==> config.mk <==
export PLATFORM = sky130hd
export DESIGN_NAME = tensorflowe_seq
export DESIGN_NICKNAME = d
export VERILOG_FILES = /design/src/rtl/tensorflowe_seq.sv
export SDC_FILE = /design/constraint.sdc
export NUM_CORES = 1
export LEC_CHECK = 0
export ABC_AREA = 1
export ABC_CLOCK_PERIOD_IN_PS = 2490
export CAP_MARGIN = 5
export CELL_PAD_IN_SITES_DETAIL_PLACEMENT = 0
export CELL_PAD_IN_SITES_GLOBAL_PLACEMENT = 1
export CORE_ASPECT_RATIO = 1.75
export CORE_MARGIN = 3
export CORE_UTILIZATION = 33
export CTS_CLUSTER_DIAMETER = 40
export DETAILED_ROUTE_END_ITERATION = 10
export GPL_ROUTABILITY_DRIVEN = 0
export GPL_TIMING_DRIVEN = 1
export PLACE_DENSITY_LB_ADDON = 0.1
export SETUP_SLACK_MARGIN = 0.15
export SYNTH_ARGS = -nofsm -noshare
export SYNTH_HDL_FRONTEND = slang
export SYNTH_SLANG_ARGS = --single-unit
==> constraint.sdc <==
create_clock -name clk -period 2.49 [get_ports clk]
set_input_delay 0.498 -clock clk [delete_from_list [all_inputs] [get_ports clk]]
set_output_delay 0.498 -clock clk [all_outputs]
set_load 0.1 [all_outputs]
==> src/rtl/tensorflowe_seq.sv <==
// -----------------------------------------------------------------------------
// tensorflowe_seq
//   Command-driven sequencer in front of the TensorFlowE core. One command at a
//   time: optionally clear the core accumulator, stream cmd_len operand bytes
//   into it (write+accumulate strobes), pulse the read strobe, wait for the
//   core's result and hand it back on a valid/ready port.
//
//   Optional feature macro: TFE_SEQ_TIMEOUT_EN
//     defined   -> watchdog in WAIT; after TIMEOUT_CYC cycles without
//                  core_result_valid the result is 'hFF and err is raised
//                  (sticky until the next command is accepted).
//     undefined -> WAIT waits forever, err is constant 0.
//
// Ports
//   clk, rst_n                  clock (rising edge), async active-low reset
//   cmd_valid/cmd_ready         command handshake, cmd_len/cmd_clear payload
//   src_valid/src_ready         operand byte stream, src_data payload
//   res_valid/res_ready         result handshake, res_data payload
//   core_data/core_write/
//   core_accu/core_clear/
//   core_read                   strobes and data towards the core
//   core_result/core_result_valid  result from the core
//   busy                        high whenever the sequencer is not idle
//   err                         sticky timeout flag
//
// Every output is a flop; ready/valid outputs are computed from the next state
// so that they line up with the state they belong to without any
// combinational path from inputs.
// -----------------------------------------------------------------------------
module tensorflowe_seq #(
    parameter int DATA_W      = 8,
    parameter int LEN_W       = 4,
    parameter int TIMEOUT_CYC = 255
) (
    input  logic              clk,
    input  logic              rst_n,
    input  logic              cmd_valid,
    output logic              cmd_ready,
    input  logic [LEN_W-1:0]  cmd_len,
    input  logic              cmd_clear,
    input  logic [DATA_W-1:0] src_data,
    input  logic              src_valid,
    output logic              src_ready,
    output logic [DATA_W-1:0] res_data,
    output logic              res_valid,
    input  logic              res_ready,
    output logic [DATA_W-1:0] core_data,
    output logic              core_write,
    output logic              core_accu,
    output logic              core_clear,
    output logic              core_read,
    input  logic [DATA_W-1:0] core_result,
    input  logic              core_result_valid,
    output logic              busy,
    output logic              err
);

    typedef enum logic [2:0] {
        ST_IDLE  = 3'd0,
        ST_CLEAR = 3'd1,
        ST_LOAD  = 3'd2,
        ST_READ  = 3'd3,
        ST_WAIT  = 3'd4,
        ST_DONE  = 3'd5
    } state_t;

    state_t              state_r;
    state_t              state_next_s;
    logic [LEN_W-1:0]    rem_r;
    logic                cmd_ready_r;
    logic                src_ready_r;
    logic                res_valid_r;
    logic [DATA_W-1:0]   res_data_r;
    logic [DATA_W-1:0]   core_data_r;
    logic                core_write_r;
    logic                core_accu_r;
    logic                core_clear_r;
    logic                core_read_r;
    logic                busy_r;
    logic                accept_s;
    logic                beat_s;
    logic                tmo_hit_s;

    // Handshakes qualified by the registered ready flags actually presented
    assign accept_s = (state_r == ST_IDLE) && cmd_valid && cmd_ready_r;
    assign beat_s   = (state_r == ST_LOAD) && src_valid && src_ready_r;

`ifdef TFE_SEQ_TIMEOUT_EN
    localparam int TMO_W = (TIMEOUT_CYC < 2) ? 1 : $clog2(TIMEOUT_CYC + 1);

    logic [TMO_W-1:0] tmo_cnt_r;
    logic             err_r;

    // Counts WAIT cycles; index TIMEOUT_CYC-1 is the last cycle allowed
    assign tmo_hit_s = (state_r == ST_WAIT) && !core_result_valid &&
                       (tmo_cnt_r == TMO_W'(TIMEOUT_CYC - 1));

    // Watchdog counter, restarted every time WAIT is not the current state
    always_ff @(posedge clk or negedge rst_n) begin
        if (!rst_n) begin
            tmo_cnt_r <= {TMO_W{1'b0}};
        end else if (state_r == ST_WAIT) begin
            tmo_cnt_r <= tmo_cnt_r + TMO_W'(1'b1);
        end else begin
            tmo_cnt_r <= {TMO_W{1'b0}};
        end
    end

    // Sticky error: set on timeout, cleared by the next accepted command
    always_ff @(posedge clk or negedge rst_n) begin
        if (!rst_n) begin
            err_r <= 1'b0;
        end else if (accept_s) begin
            err_r <= 1'b0;
        end else if (tmo_hit_s) begin
            err_r <= 1'b1;
        end else begin
            err_r <= err_r;
        end
    end

    assign err = err_r;
`else
    assign tmo_hit_s = 1'b0;
    assign err       = 1'b0;
`endif

    // Next-state logic
    always_comb begin
        state_next_s = state_r;
        case (state_r)
            ST_IDLE: begin
                if (accept_s) begin
                    if (cmd_clear) begin
                        state_next_s = ST_CLEAR;
                    end else if (cmd_len != {LEN_W{1'b0}}) begin
                        state_next_s = ST_LOAD;
                    end else begin
                        state_next_s = ST_READ;
                    end
                end else begin
                    state_next_s = ST_IDLE;
                end
            end
            ST_CLEAR: begin
                if (rem_r != {LEN_W{1'b0}}) begin
                    state_next_s = ST_LOAD;
                end else begin
                    state_next_s = ST_READ;
                end
            end
            ST_LOAD: begin
                if (beat_s && (rem_r == LEN_W'(1'b1))) begin
                    state_next_s = ST_READ;
                end else begin
                    state_next_s = ST_LOAD;
                end
            end
            ST_READ: begin
                state_next_s = ST_WAIT;
            end
            ST_WAIT: begin
                if (core_result_valid || tmo_hit_s) begin
                    state_next_s = ST_DONE;
                end else begin
                    state_next_s = ST_WAIT;
                end
            end
            ST_DONE: begin
                if (res_valid_r && res_ready) begin
                    state_next_s = ST_IDLE;
                end else begin
                    state_next_s = ST_DONE;
                end
            end
            default: begin
                state_next_s = ST_IDLE;
            end
        endcase
    end

    // State register, remaining-beat counter and every registered output.
    // Strobes are generated one cycle after the event that causes them, so
    // clear, the write pulses and the read pulse can never overlap.
    always_ff @(posedge clk or negedge rst_n) begin
        if (!rst_n) begin
            state_r      <= ST_IDLE;
            rem_r        <= {LEN_W{1'b0}};
            cmd_ready_r  <= 1'b0;
            src_ready_r  <= 1'b0;
            res_valid_r  <= 1'b0;
            res_data_r   <= {DATA_W{1'b0}};
            core_data_r  <= {DATA_W{1'b0}};
            core_write_r <= 1'b0;
            core_accu_r  <= 1'b0;
            core_clear_r <= 1'b0;
            core_read_r  <= 1'b0;
            busy_r       <= 1'b0;
        end else begin
            state_r      <= state_next_s;
            cmd_ready_r  <= (state_next_s == ST_IDLE);
            src_ready_r  <= (state_next_s == ST_LOAD);
            busy_r       <= (state_next_s != ST_IDLE);
            core_write_r <= beat_s;
            core_accu_r  <= beat_s;
            core_clear_r <= (state_r == ST_CLEAR);
            core_read_r  <= (state_r == ST_READ);

            if (accept_s) begin
                rem_r <= cmd_len;
            end else if (beat_s) begin
                rem_r <= rem_r - LEN_W'(1'b1);
            end else begin
                rem_r <= rem_r;
            end

            // core_data only moves on an accepted beat; gaps keep the old byte
            if (beat_s) begin
                core_data_r <= src_data;
            end else begin
                core_data_r <= core_data_r;
            end

            if ((state_r == ST_WAIT) && core_result_valid) begin
                res_data_r  <= core_result;
                res_valid_r <= 1'b1;
            end else if (tmo_hit_s) begin
                res_data_r  <= {DATA_W{1'b1}};
                res_valid_r <= 1'b1;
            end else if ((state_r == ST_DONE) && res_valid_r && res_ready) begin
                res_data_r  <= res_data_r;
                res_valid_r <= 1'b0;
            end else begin
                res_data_r  <= res_data_r;
                res_valid_r <= res_valid_r;
            end
        end
    end

    assign cmd_ready  = cmd_ready_r;
    assign src_ready  = src_ready_r;
    assign res_valid  = res_valid_r;
    assign res_data   = res_data_r;
    assign core_data  = core_data_r;
    assign core_write = core_write_r;
    assign core_accu  = core_accu_r;
    assign core_clear = core_clear_r;
    assign core_read  = core_read_r;
    assign busy       = busy_r;

endmodule

==> metrics.md, run 1 <==
| Metric | Value |
|---|---|
| Largest family of logic cells by synthesized area | simple AND/OR/NAND/NOR gates |
| Number of synthesized flops with an enable pin | 0 |
| Die width | 54.7 µm |
| Max-Cap Viols | 0 |
| Area leader, netlist | dfrtp_1 |
| Pin count of the biggest net entering global routing | 31 |
| Hold depth | 2 |
| Top_reg_cell synth | dfrtp_1 |
| Vias in the first global route | 1,214 |
| RR Startpoint | state_r[0] |
| Area delta synth->final | 42.5% |
| Global-route wire length before repair | 5200 µm |
| Fin crit period | 1.58 ns |
| Worst EP required | 2.70 ns |
| CTS tree | yes |
| Crit path DAT | 1.79 ns |
| PortBufs | 50 |
| Root buf cell | clkbuf_8 |
| Worst Skew | 0.00674 ns |
| Ports | 52 |
| Worst-Skew Late Latency | 0.28 ns |
| Slew Viols, Final | 0 |
| RSZ-0062 raised after global routing | false |
| Vias post-DR | 1,183 |
| Post_cts resized | 0 |
| Crit share post-route | 0.633 |
| Post-layout worst setup margin | 0.914 ns |
| Top-area cell type share of the netlist area | 0.547 |
| Fin area | 1950 µm² |
| Drt total wl | 3060 µm |
| Htree depth | 2 |
| Pre-CTS setup slack | 0.614 ns |
| Slowest CP cell | clkdlybuf4s50_1 |
| Sequential share of the synthesized area | 0.547 |
| Library cells used by synthesis | 21 |
| Hold WS | 0.486 ns |
| Antenna Cells | 0 |
| Worst Path Max Fanout | 15 |
| Status | finished, final reports clean |
| Placed cell areas | 1850 µm² |
| Xor-xnor portion of the synthesized cell area | 0.0128 |
| DR iter-0 viols | 8 |
| Row count | 30 |
| Clock transition at path regs | 0.06 ns |
| Flop-to-flop setup slack | 1.04 ns |
| Worst Hold Class | register to register |
| R2r endpoint | rem_r[1] |
| Post-Synthesis Cells | 162 |
| Critical path startpoint category | primary input |
| Ys Warns | 0 |
| Core footprint | 3940 µm² |
| Clk buf depth | 2 |
| Synth Net Count | 192 |
| Ratio of cells with drive above 1 in the final layout | 0.198 |
| Critical path class | primary input to register |
| Most frequent cells in the layout | 58 x nand2_1, 30 x dfrtp_1, 26 x clkdlybuf4s50_1 |
| Fmax | 635 MHz |
| CTS sink count | 30 |
| CP peak stage delay | 0.45 ns |
| Avg Inst Size Synth | 8.46 µm² |
| DRC Markers | 0 |
| Yosys reg bits | 30 |
| Post-CTS setup buffers | 0 |
| Post-DR vias/cell | 4.46 |
| Initial antenna violation count | 0 |
| DRT antenna net count | 0 |
| Min-delay src | core_data[6] |
| Hold buffers post-CTS | 0 |
| Adder-cell share of the synthesized area | 0.0274 |
| Top cells by area, synth | dfrtp_1 55%, nand2_1 16%, inv_1 4.9% |
| Starting density of the core | 0.348 |
| Final Hold Viols | 0 |
| Nets | 246 |
| End point of the worst hold path | core_data[6] |
| Synth Area in Compound Gates | 0.0365 |
| Total Negative Setup Slacks | 0 ns |
| GRT overflow | 0 |
| Post-Syn Area | 1370 µm² |
| Commonest non-fill, non-tap cell in the layout | nand2_1 |
| Worst-path cell chain | clkdlybuf4s50_1, nand2_1, nor2_4, inv_2, or2_0, nand3_1 |
| Total CTS buffers | 5 |
| Post-DP HPWL | 2370 µm |
| Post-synthesis mux area share | 0 |
| Ys async rst share | 1.00 |
| Wirelength per Cell | 11.5 µm |
| Die area | 5000 µm² |
| Simple-gate share of the synthesized area | 0.297 |
| Reg2Reg Depth | 6 |
| All-layer global routing usage | 0.144 |
| DRT Pass-1 Iters | 4 |
| Setup Viol. Count Final | 0 |
| Vert. Die Dim | 91.3 µm |
| CP endpoint kind | register |
==> sequential cells by signal, indices dropped and copies added (netlist names), 3 cells and up <==
name / cells
state_r: 3
rem_r: 4
res_data: 8
core_data: 8
==> synth_stat cells, types with 2 or more instances <==
cell type	count
o21ai_0	9
buf_4	3
inv_1	18
nor2_4	2
nor2_2	2
nor2_1	14
nand2_2	4
ha_1	3
dfrtp_1	30
nand3_1	9
nand2_1	58
==> cell type report <==
| type | count | area, µm² |
|---|---|---|
| Sequential cell | 30 | 751 |
| Fill cell | 403 | 1990 |
| Tap cell | 48 | 60.1 |
| Clock inverter | 3 | 40.0 |
| Timing Repair Buffer | 51 | 448 |
| Clock buffer | 5 | 68.8 |
| Multi-Input combinational cell | 109 | 515 |
| Inverter | 19 | 71.3 |
==> worst max path at each step <==
| stage | slack [ns] | start | to | cells after the start |
|---|---|---|---|---|
| 5_1_grt | 0.81 | src_valid | rem_r[1] | 6 |
| 2_1_floorplan | 0.67 | core_accu | core_write | 1 |
| 3_3_place_gp | 0.62 | src_valid | rem_r[1] | 6 |
| 4_1_cts | 0.89 | src_valid | rem_r[1] | 6 |
| 3_5_place_dp | 0.61 | src_valid | rem_r[1] | 6 |
| 6_report | 0.91 | src_valid | rem_r[1] | 6 |
==> critical path, delay by kind of cell <==
kind	cells	cell delay [ns]
and+or+nand+nor	4	0.68
buffers and inverters	2	0.60
==> kinds of logic (layout without fill, tap and decap cells) <==
logic type,count (synthesis),after routing
fa+ha+maj,3,3
simple gates,93,93
compound gates,10,10
buf+inv,23,78
xor+xnor,2,2
other cells,1,1
flops,30,30
==> through the flow <==
step | utilization | cells
6_report | 0.496 | 265
5_1_grt | 0.496 | 265
4_1_cts | 0.496 | 265
3_5_place_dp | 0.468 | 257
3_3_place_gp | 0.468 | 257
2_1_floorplan | - | 162
==> layer usage <==
layer,routed length (µm),vias up,track usage
li1,-,592,-
met1,1150,544,0.147
met2,1630,42,0.248
met3,215,5,0.0460
met4,65,0,0.0665
met5,0,-,0
Power of run 1 is not shown: default switching activity piles up to over one toggle a cycle in this logic, so the estimate is an artifact.
==> inputs of run 2 (changes only) <==
- ABC_CLOCK_PERIOD_IN_PS: 2490 -> 1400
- CORE_UTILIZATION: 33 -> 28
- clock period: 2.49 -> 1.4 ns (I/O delays scaled with it)
==> run 2 against run 1 <==
Sequential share of layout area is 5.6 points lower. Cell area is 20% higher. Register-to-register slack worse by 0.86 ns. Global-route usage is 1.2 points lower. Core utilization is 0.094 points higher. Critical path depth is 5 lower. Setup slack worse by 0.75 ns. Flip-flop and latch count stayed put. Die area is 16% higher. Hold slack worse by 0.13 ns. First-iteration DRC count grew to 4.1 times the previous value. Critical endpoint is now core_accu. Highest routed layer unchanged.
==> metrics.md, run 2 (synthesis gave the netlist of run 1 again) <==
| Metric | Value |
|---|---|
| Die area | 5810 µm² |
| Crit path launch | core_accu |
| CP peak stage delay | 0.50 ns |
| Critical path class | register to primary output |
| Flop-to-flop setup slack | 0.18 ns |
| All-layer global routing usage | 0.132 |
| Slew Viols, Final | 0 |
| CP bufs+invs | 1 |
| Global-route wire length before repair | 5870 µm |
| Fmax | 806 MHz |
| Status | finished, final reports clean |
| GRT overflow | 0 |
| Worst-path cell chain | buf_12 |
| Worst-Skew Late Latency | 0.28 ns |
| DR iter-0 viols | 33 |
| Post-DP HPWL | 2640 µm |
| Crit share post-route | 0.886 |
| R2r endpoint | cmd_ready |
| Ratio of cells with drive above 1 in the final layout | 0.267 |
| Slowest CP cell | dfrtp_4 |
| Root buf cell | clkbuf_8 |
| DRC Markers | 0 |
| Nets | 250 |
| Final Hold Viols | 0 |
| Commonest non-fill, non-tap cell in the layout | nand2_1 |
| Worst path top cell family by delay | flip-flops |
| Vias in the first global route | 1,271 |
| Vert. Die Dim | 98.6 µm |
| CTS sink count | 30 |
| Core footprint | 4710 µm² |
| Initial antenna violation count | 0 |
| CTS tree | yes |
| Pin count of the biggest net entering global routing | 31 |
| Vias post-DR | 1,209 |
| Area delta synth->final | 70.5% |
| Wirelength per Cell | 12.5 µm |
| Antenna Cells | 0 |
| RSZ-0062 raised after global routing | true |
| Total Negative Setup Slacks | 0 ns |
| RR Startpoint | state_r[2] |
| Most frequent cells in the layout | 57 x nand2_1, 26 x clkdlybuf4s50_1, 25 x buf_12 |
| Placed Instances | 264 |
| DRT Pass-1 Iters | 4 |
| Final Core Density | 0.497 |
| Total CTS buffers | 5 |
| CP endpoint kind | primary output |
| Worst Skew | 0.00875 ns |
| Clk buf depth | 2 |
| Drt total wl | 3400 µm |
| Row count | 33 |
| Setup Viol. Count Final | 0 |
| Crit path DAT | 0.96 ns |
| Fin crit period | 1.24 ns |
| PortBufs | 50 |
| Multi-input logic area | 552 µm² |
| Sequential Area | 768 µm² |
| Reg2Reg Depth | 7 |
| CP Depth | 1 |
| Fillers | 471 |
| Max-Cap Viols | 0 |
| Starting density of the core | 0.291 |
| Clock transition at path regs | 0.07 ns |
| Final cell count without fillers | 273 |
| Critical path startpoint category | register |
| CP endpoint | core_accu |
| Die width | 58.9 µm |
| DRT antenna net count | 0 |
| Post-DR vias/cell | 4.43 |
| Worst Path Max Fanout | 2 |
| Worst EP required | 1.12 ns |
| Htree depth | 2 |
| Ports | 52 |
| Worst Hold Class | primary input to async pin |
run 2: worst min path at each step:
| stage | startpoint | endpoint | slack [ns] | cells past startpoint |
|---|---|---|---|---|
| 2_1_floorplan | rst_n | busy | -0.02 | 0 |
| 3_3_place_gp | rem_r[1] | rem_r[1] | 0.51 | 2 |
| 3_5_place_dp | rem_r[1] | rem_r[1] | 0.52 | 2 |
| 4_1_cts | rst_n | core_accu | 0.36 | 2 |
| 5_1_grt | rst_n | core_accu | 0.38 | 2 |
| 6_report | rst_n | rem_r[2] | 0.36 | 2 |
run 2: area by class of cell:
| type | instances | area share |
|---|---|---|
| Clock buffer | 7 | 0.0369 |
| Clock inverter | 1 | 0.00214 |
| Inverter | 19 | 0.0305 |
| Multi-Input combinational cell | 109 | 0.236 |
| Sequential cell | 30 | 0.329 |
| Tap cell | 52 | 0.0278 |
| Timing Repair Buffer | 55 | 0.338 |
run 2: per-layer routing:
metal | part of all wire | track usage | vias to the layer above
met3 | 0.077 | 0.0472 | 8
met4 | 0.022 | 0.0593 | 0
met5 | 0 | 0 | -
met1 | 0.34 | 0.141 | 558
met2 | 0.56 | 0.226 | 40
li1 | - | - | 603
run 2: timing repair:
item	in CTS	in global routing
gates resized for setup	1	8
buffers inserted	0	1
hold buffers	0	0
pin swaps	0	1
hold endpoints to repair	0	0
cloned	0	0
setup endpoints to repair	12	28
run 2: through the flow:
step	instance area, µm²	setup WS [ns]	hold slack (ns)
6_report	2340	0.160	0.357
5_1_grt	2340	0.0756	0.384
4_1_cts	2300	0.0930	0.363
3_5_place_dp	2210	-0.0417	0.520
3_3_place_gp	2210	-0.00639	0.510
2_1_floorplan	1390	0.100	-0.0156
Power of run 2 is left out for the same reason.
